$ cat config.mk
export PLATFORM = sky130hd
export DESIGN_NAME = id_reg_file_sb
export DESIGN_NICKNAME = d
export VERILOG_FILES = /design/src/rtl/id_reg_file_sb.sv
export SDC_FILE = /design/constraint.sdc
export NUM_CORES = 2
export LEC_CHECK = 0
export ABC_CLOCK_PERIOD_IN_PS = 3950
export BUFFER_PORTS_ARGS = -buffer_cell sky130_fd_sc_hd__buf_2
export CORE_MARGIN = 5
export CORE_UTILIZATION = 30
export DETAILED_ROUTE_END_ITERATION = 10
export PLACE_DENSITY = 0.42
export SYNTH_ARGS = -nofsm -noshare
export SYNTH_HDL_FRONTEND = slang
export SYNTH_SLANG_ARGS = --single-unit
$ cat constraint.sdc
create_clock -name clk -period 3.95 [get_ports clk]
set_clock_uncertainty 0.05 [all_clocks]
set_input_delay 0.1975 -clock clk [delete_from_list [all_inputs] [get_ports clk]]
set_output_delay 0.1975 -clock clk [all_outputs]
set_load 0.02 [all_outputs]
$ cat src/rtl/id_reg_file_sb.sv
// Decode-stage register file with two bypassed read ports, NUM_WB write-back ports
// and a saturating per-register pending-write scoreboard.
module id_reg_file_sb #(
    parameter int DATA_WIDTH = 32,
    parameter int NUM_REGS   = 32,
    parameter int NUM_WB     = 2,
    parameter int CNT_WIDTH  = 3,
    localparam int AW        = $clog2(NUM_REGS)
) (
    input  logic                         clk,
    input  logic                         rst,
    input  logic [AW-1:0]                rs1_addr,
    output logic [DATA_WIDTH-1:0]        rs1_data,
    output logic                         rs1_busy,
    input  logic [AW-1:0]                rs2_addr,
    output logic [DATA_WIDTH-1:0]        rs2_data,
    output logic                         rs2_busy,
    input  logic                         alloc_valid,
    input  logic [AW-1:0]                alloc_rd,
    output logic                         alloc_ready,
    input  logic [NUM_WB-1:0]            wb_valid,
    input  logic [NUM_WB*AW-1:0]         wb_rd,
    input  logic [NUM_WB*DATA_WIDTH-1:0] wb_data,
    output logic                         pending_any,
    output logic                         err_underflow
);

    // Widened arithmetic width: holds cnt + alloc - hits for NUM_WB <= 4 without wrap.
    localparam int SW = CNT_WIDTH + 3;

    logic [DATA_WIDTH-1:0] regs    [NUM_REGS];
    logic [CNT_WIDTH-1:0]  cnt     [NUM_REGS];
    logic [SW-1:0]         hits    [NUM_REGS];
    logic                  wr_en   [NUM_REGS];
    logic [DATA_WIDTH-1:0] wr_val  [NUM_REGS];
    logic [CNT_WIDTH-1:0]  cnt_nxt [NUM_REGS];
    logic [SW-1:0]         sum;
    logic                  alloc_acc;
    logic                  uf_any;

    // Ascending port scan makes the highest-index hitting port win.
    always_comb begin
        for (int unsigned r = 0; r < NUM_REGS; r++) begin
            hits[r]   = '0;
            wr_en[r]  = 1'b0;
            wr_val[r] = regs[r];
            for (int unsigned p = 0; p < NUM_WB; p++) begin
                if (r != 0 && wb_valid[p] && wb_rd[p*AW +: AW] == AW'(r)) begin
                    hits[r]   = hits[r] + SW'(1);
                    wr_en[r]  = 1'b1;
                    wr_val[r] = wb_data[p*DATA_WIDTH +: DATA_WIDTH];
                end
            end
        end
    end

    always_comb begin
        alloc_ready = (alloc_rd == '0) || (cnt[alloc_rd] != '1);
        alloc_acc   = alloc_valid && alloc_ready && (alloc_rd != '0);
        uf_any      = 1'b0;
        sum         = '0;
        for (int unsigned r = 0; r < NUM_REGS; r++) begin
            sum = {3'b000, cnt[r]} + SW'(alloc_acc && alloc_rd == AW'(r));
            if (sum < hits[r]) begin
                cnt_nxt[r] = '0;
                uf_any     = 1'b1;
            end else begin
                cnt_nxt[r] = CNT_WIDTH'(sum - hits[r]);
            end
        end
    end

    always_comb begin
        pending_any = 1'b0;
        for (int unsigned r = 0; r < NUM_REGS; r++) begin
            if (cnt[r] != '0) pending_any = 1'b1;
        end
    end

    always_comb begin
        rs1_data = (rs1_addr == '0) ? '0 : wr_val[rs1_addr];
        rs2_data = (rs2_addr == '0) ? '0 : wr_val[rs2_addr];
        rs1_busy = {3'b000, cnt[rs1_addr]} > hits[rs1_addr];
        rs2_busy = {3'b000, cnt[rs2_addr]} > hits[rs2_addr];
    end

    always_ff @(posedge clk) begin
        if (rst) begin
            for (int unsigned r = 0; r < NUM_REGS; r++) begin
                regs[r] <= '0;
                cnt[r]  <= '0;
            end
            err_underflow <= 1'b0;
        end else begin
            for (int unsigned r = 0; r < NUM_REGS; r++) begin
                if (wr_en[r]) regs[r] <= wr_val[r];
                cnt[r] <= cnt_nxt[r];
            end
            if (uf_any) err_underflow <= 1'b1;
        end
    end

endmodule

==> reports/metrics.cfg <==
[synthesis]
yosysTopAreaCell = edfxtp_1
ys_warn_count = 0
synth_area_leaders = edfxtp_1 (36%), nand2_1 (7.1%), nor2_1 (5.7%), a31oi_1 (4.2%), nor2b_1 (4.2%)
yosysUniqueCellTypes = 102
seq_area_frac_synth = 0.381
synth_nets = 10268
mappedNetlistArea_sq_um = 83400
syn_inst = 9982
synth-edff-count = 992
syn_avg_cell_area_sq_um = 8.35
async_flop_share = 0
synth.top_cell.area_share = 0.357
ys.flop_type = edfxtp_1
synth_seq_cells = 1089

[power_and_ir_drop]
p_leak_nw = 44.0
clkPwrFrac = 0.380
power.switching_mw = 13.8
power_mw = 38.4
swShare = 0.359
seqPwrFrac = 0.349
p_int_mw = 24.6
pwr-share-comb = 0.271
p_per_area_nw_per_um2 = 348
ir_worst_vdd_mv = 0.310

[global_route]
grt_pass1_vias = 91066
antenna_found_initial = 125
grt.overflow.total = 0
grt_pass1_wl_microns = 918000
track_usage = 0.476
grt_max_degree = 115

[placement]
dp.final_hpwl_microns = 530000
placed_area_sq_um = 104000
dp_cells = 14970
numPortBuffers = 162
pre_cts_ws_ps = -705
gp_congestion = 1.06

[cells_and_area]
drive_gt1_frac = 0.274
layout_commonest_cell = buf_4
nets = 11730
layout.cells.non_filler = 15339
finalInstanceArea_sq_um = 110000
area_delta_synth_final_pct = 32.2
nFillCells = 28209
layout_common_cells = buf_4 (1,921), nand2_1 (1,550), nor2_1 (1,230)

[timing]
worstMarginPinSlew_ps = 1360
finalSetupViolations = 27
tns_ps = -1250
fin_ws_ps = -98.3
min_period_over_period = 1.02
max_freq_mhz = 247
slew_headroom = 0.0940
finalCriticalPeriod_ps = 4050
hold_viol_final = 0
rsz0062_at_grt = yes
final_max_slew_viol_count = 0

[worst_hold_path]
hold_class = in2reg
hold_start = wb_data[2]

[route]
route.detailed.drc = 0
num_vias = 101004
drt-pass1-iter-count = 9
ant_nets = 0
post_drt_wl_per_cell_microns = 46.8
dr.first_iter.drc_count = 18318
vias_per_cell = 6.58
routed_wl_microns = 718000

[run_status]
failed_checks = negative setup slack
status = finished, violations left

[clock_network]
clkSinkCount = 1089
htreeDepth = 4
cts_made_buffers = 162
worstSkewPairLatency_ps = 890
cts_tree = yes
clockRootBuffer = clkbuf_16
clk_path_buf_depth = 4
clk_pin_slew_worst_paths_ps = 60

[floorplan]
die_h_microns = 537
start_util = 0.302
core_sq_um = 276000
rows = 193
ioPinCount = 163
die_w_microns = 537
dieArea_sq_um = 289000

[critical_path]
critPathLaunchType = primary input
worstSetupEndpointType = primary output
r2r_start = cnt[11][1]
worstPathArrival_ps = 3800
cp.required_ps = 3700
cp-startpoint = wb_valid[0]
critPathMaxFanout = 16
crit_type = in2out

[run]
cap_violations = 0

worst max-delay path, cell delays in order:
cell and delay [ps]:
buf_4 190, buf_4 180, and4b_4 430, nand2_2 140, buf_4 320, a221o_1 460
o211a_1 150, a2111oi_2 390, nor4_2 120, nor4_2 470, buf_4 320, nor3_4 80
buf_4 130, buf_2 150
synth_stat cells, types with 60 or more instances:
master	instances
a211oi_1	90
inv_1	158
mux4_2	148
mux2i_1	281
o211ai_1	83
edfxtp_1	992
nor3_1	212
o21ai_0	495
buf_1	108
a22oi_1	162
ha_1	161
dfxtp_1	97
xnor2_1	60
a31oi_1	566
nor2b_1	558
nor2_1	1267
a21oi_1	366
o22ai_1	183
nand2_1	1583
clkbuf_1	670
and2_1	189
buf_2	207
nand3_1	230
a31o_2	68
a221oi_1	103
state kept, by name, summed over array words and instances (netlist names):
register	cells
err_underflow	1
cnt	96
regs	992
per-stage QoR:
step,hold slack (ps),utilization
6_report,28.2,0.399
3_3_place_gp,551,0.376
5_1_grt,41.8,0.398
3_5_place_dp,568,0.376
2_1_floorplan,470,-
4_1_cts,2.61,0.396
layout make-up:
cell class / instances / area (sq um) / share of cell area
clock buffers: 214 / 4330 / 0.0393
diodes: 68 / 170 / 0.00154
well taps: 3705 / 4640 / 0.0421
multi-input cells: 7658 / 47800 / 0.434
inverters: 196 / 752 / 0.00682
repair buffers: 2337 / 20200 / 0.183
flip-flops and latches: 1089 / 31700 / 0.288
clock inverters: 72 / 551 / 0.00500
layer usage:
metal | share of wire | track usage
met5 | 0.00047 | 0
met2 | 0.40 | 0.662
met3 | 0.13 | 0.171
met4 | 0.091 | 0.350
met1 | 0.38 | 0.604
path summary, 6_finish.rpt:
kind	to	slack (ps)	cells past startpoint
setup / recovery	rs1_data[17]	-100	14
hold / removal	regs[1][450]	30	4
setup reg to reg	cnt[4][2]	140	15
hold reg to reg	cnt[0][2]	590	2
kinds of logic after synthesis:
| family | after synthesis | synth area share |
|---|---|---|
| other | 1 | 0.0000450 |
| AND/OR/NAND/NOR | 4401 | 0.241 |
| AO/OA/AOI/OAI | 2545 | 0.201 |
| adder cells (fa/ha/maj) | 192 | 0.0316 |
| buffers and inverters | 1235 | 0.0618 |
| flip-flops | 1089 | 0.381 |
| multiplexers | 456 | 0.0773 |
| XOR/XNOR | 63 | 0.00662 |
power groups by stage:
stage               Sequential [mW]  Clock, mW  Combinational [mW]
floorplan                      13.6          0                3.59
global placement               13.6          0                9.69
detailed placement             13.6          0                9.67
CTS                            13.4       14.6                9.78
global route                   13.4       15.0                10.3
finish                         13.4       14.6                10.4
repair_timing:
| action | 4_1_cts | 5_1_grt |
|---|---|---|
| setup endpoints to repair | 59 | 50 |
| pin swaps | 8 | 23 |
| setup buffers | 4 | 6 |
| resized for setup | 144 | 129 |
| hold endpoints to repair | 32 | 0 |
| hold buffers | 7 | 0 |
Power figures use the tool's default switching activity.
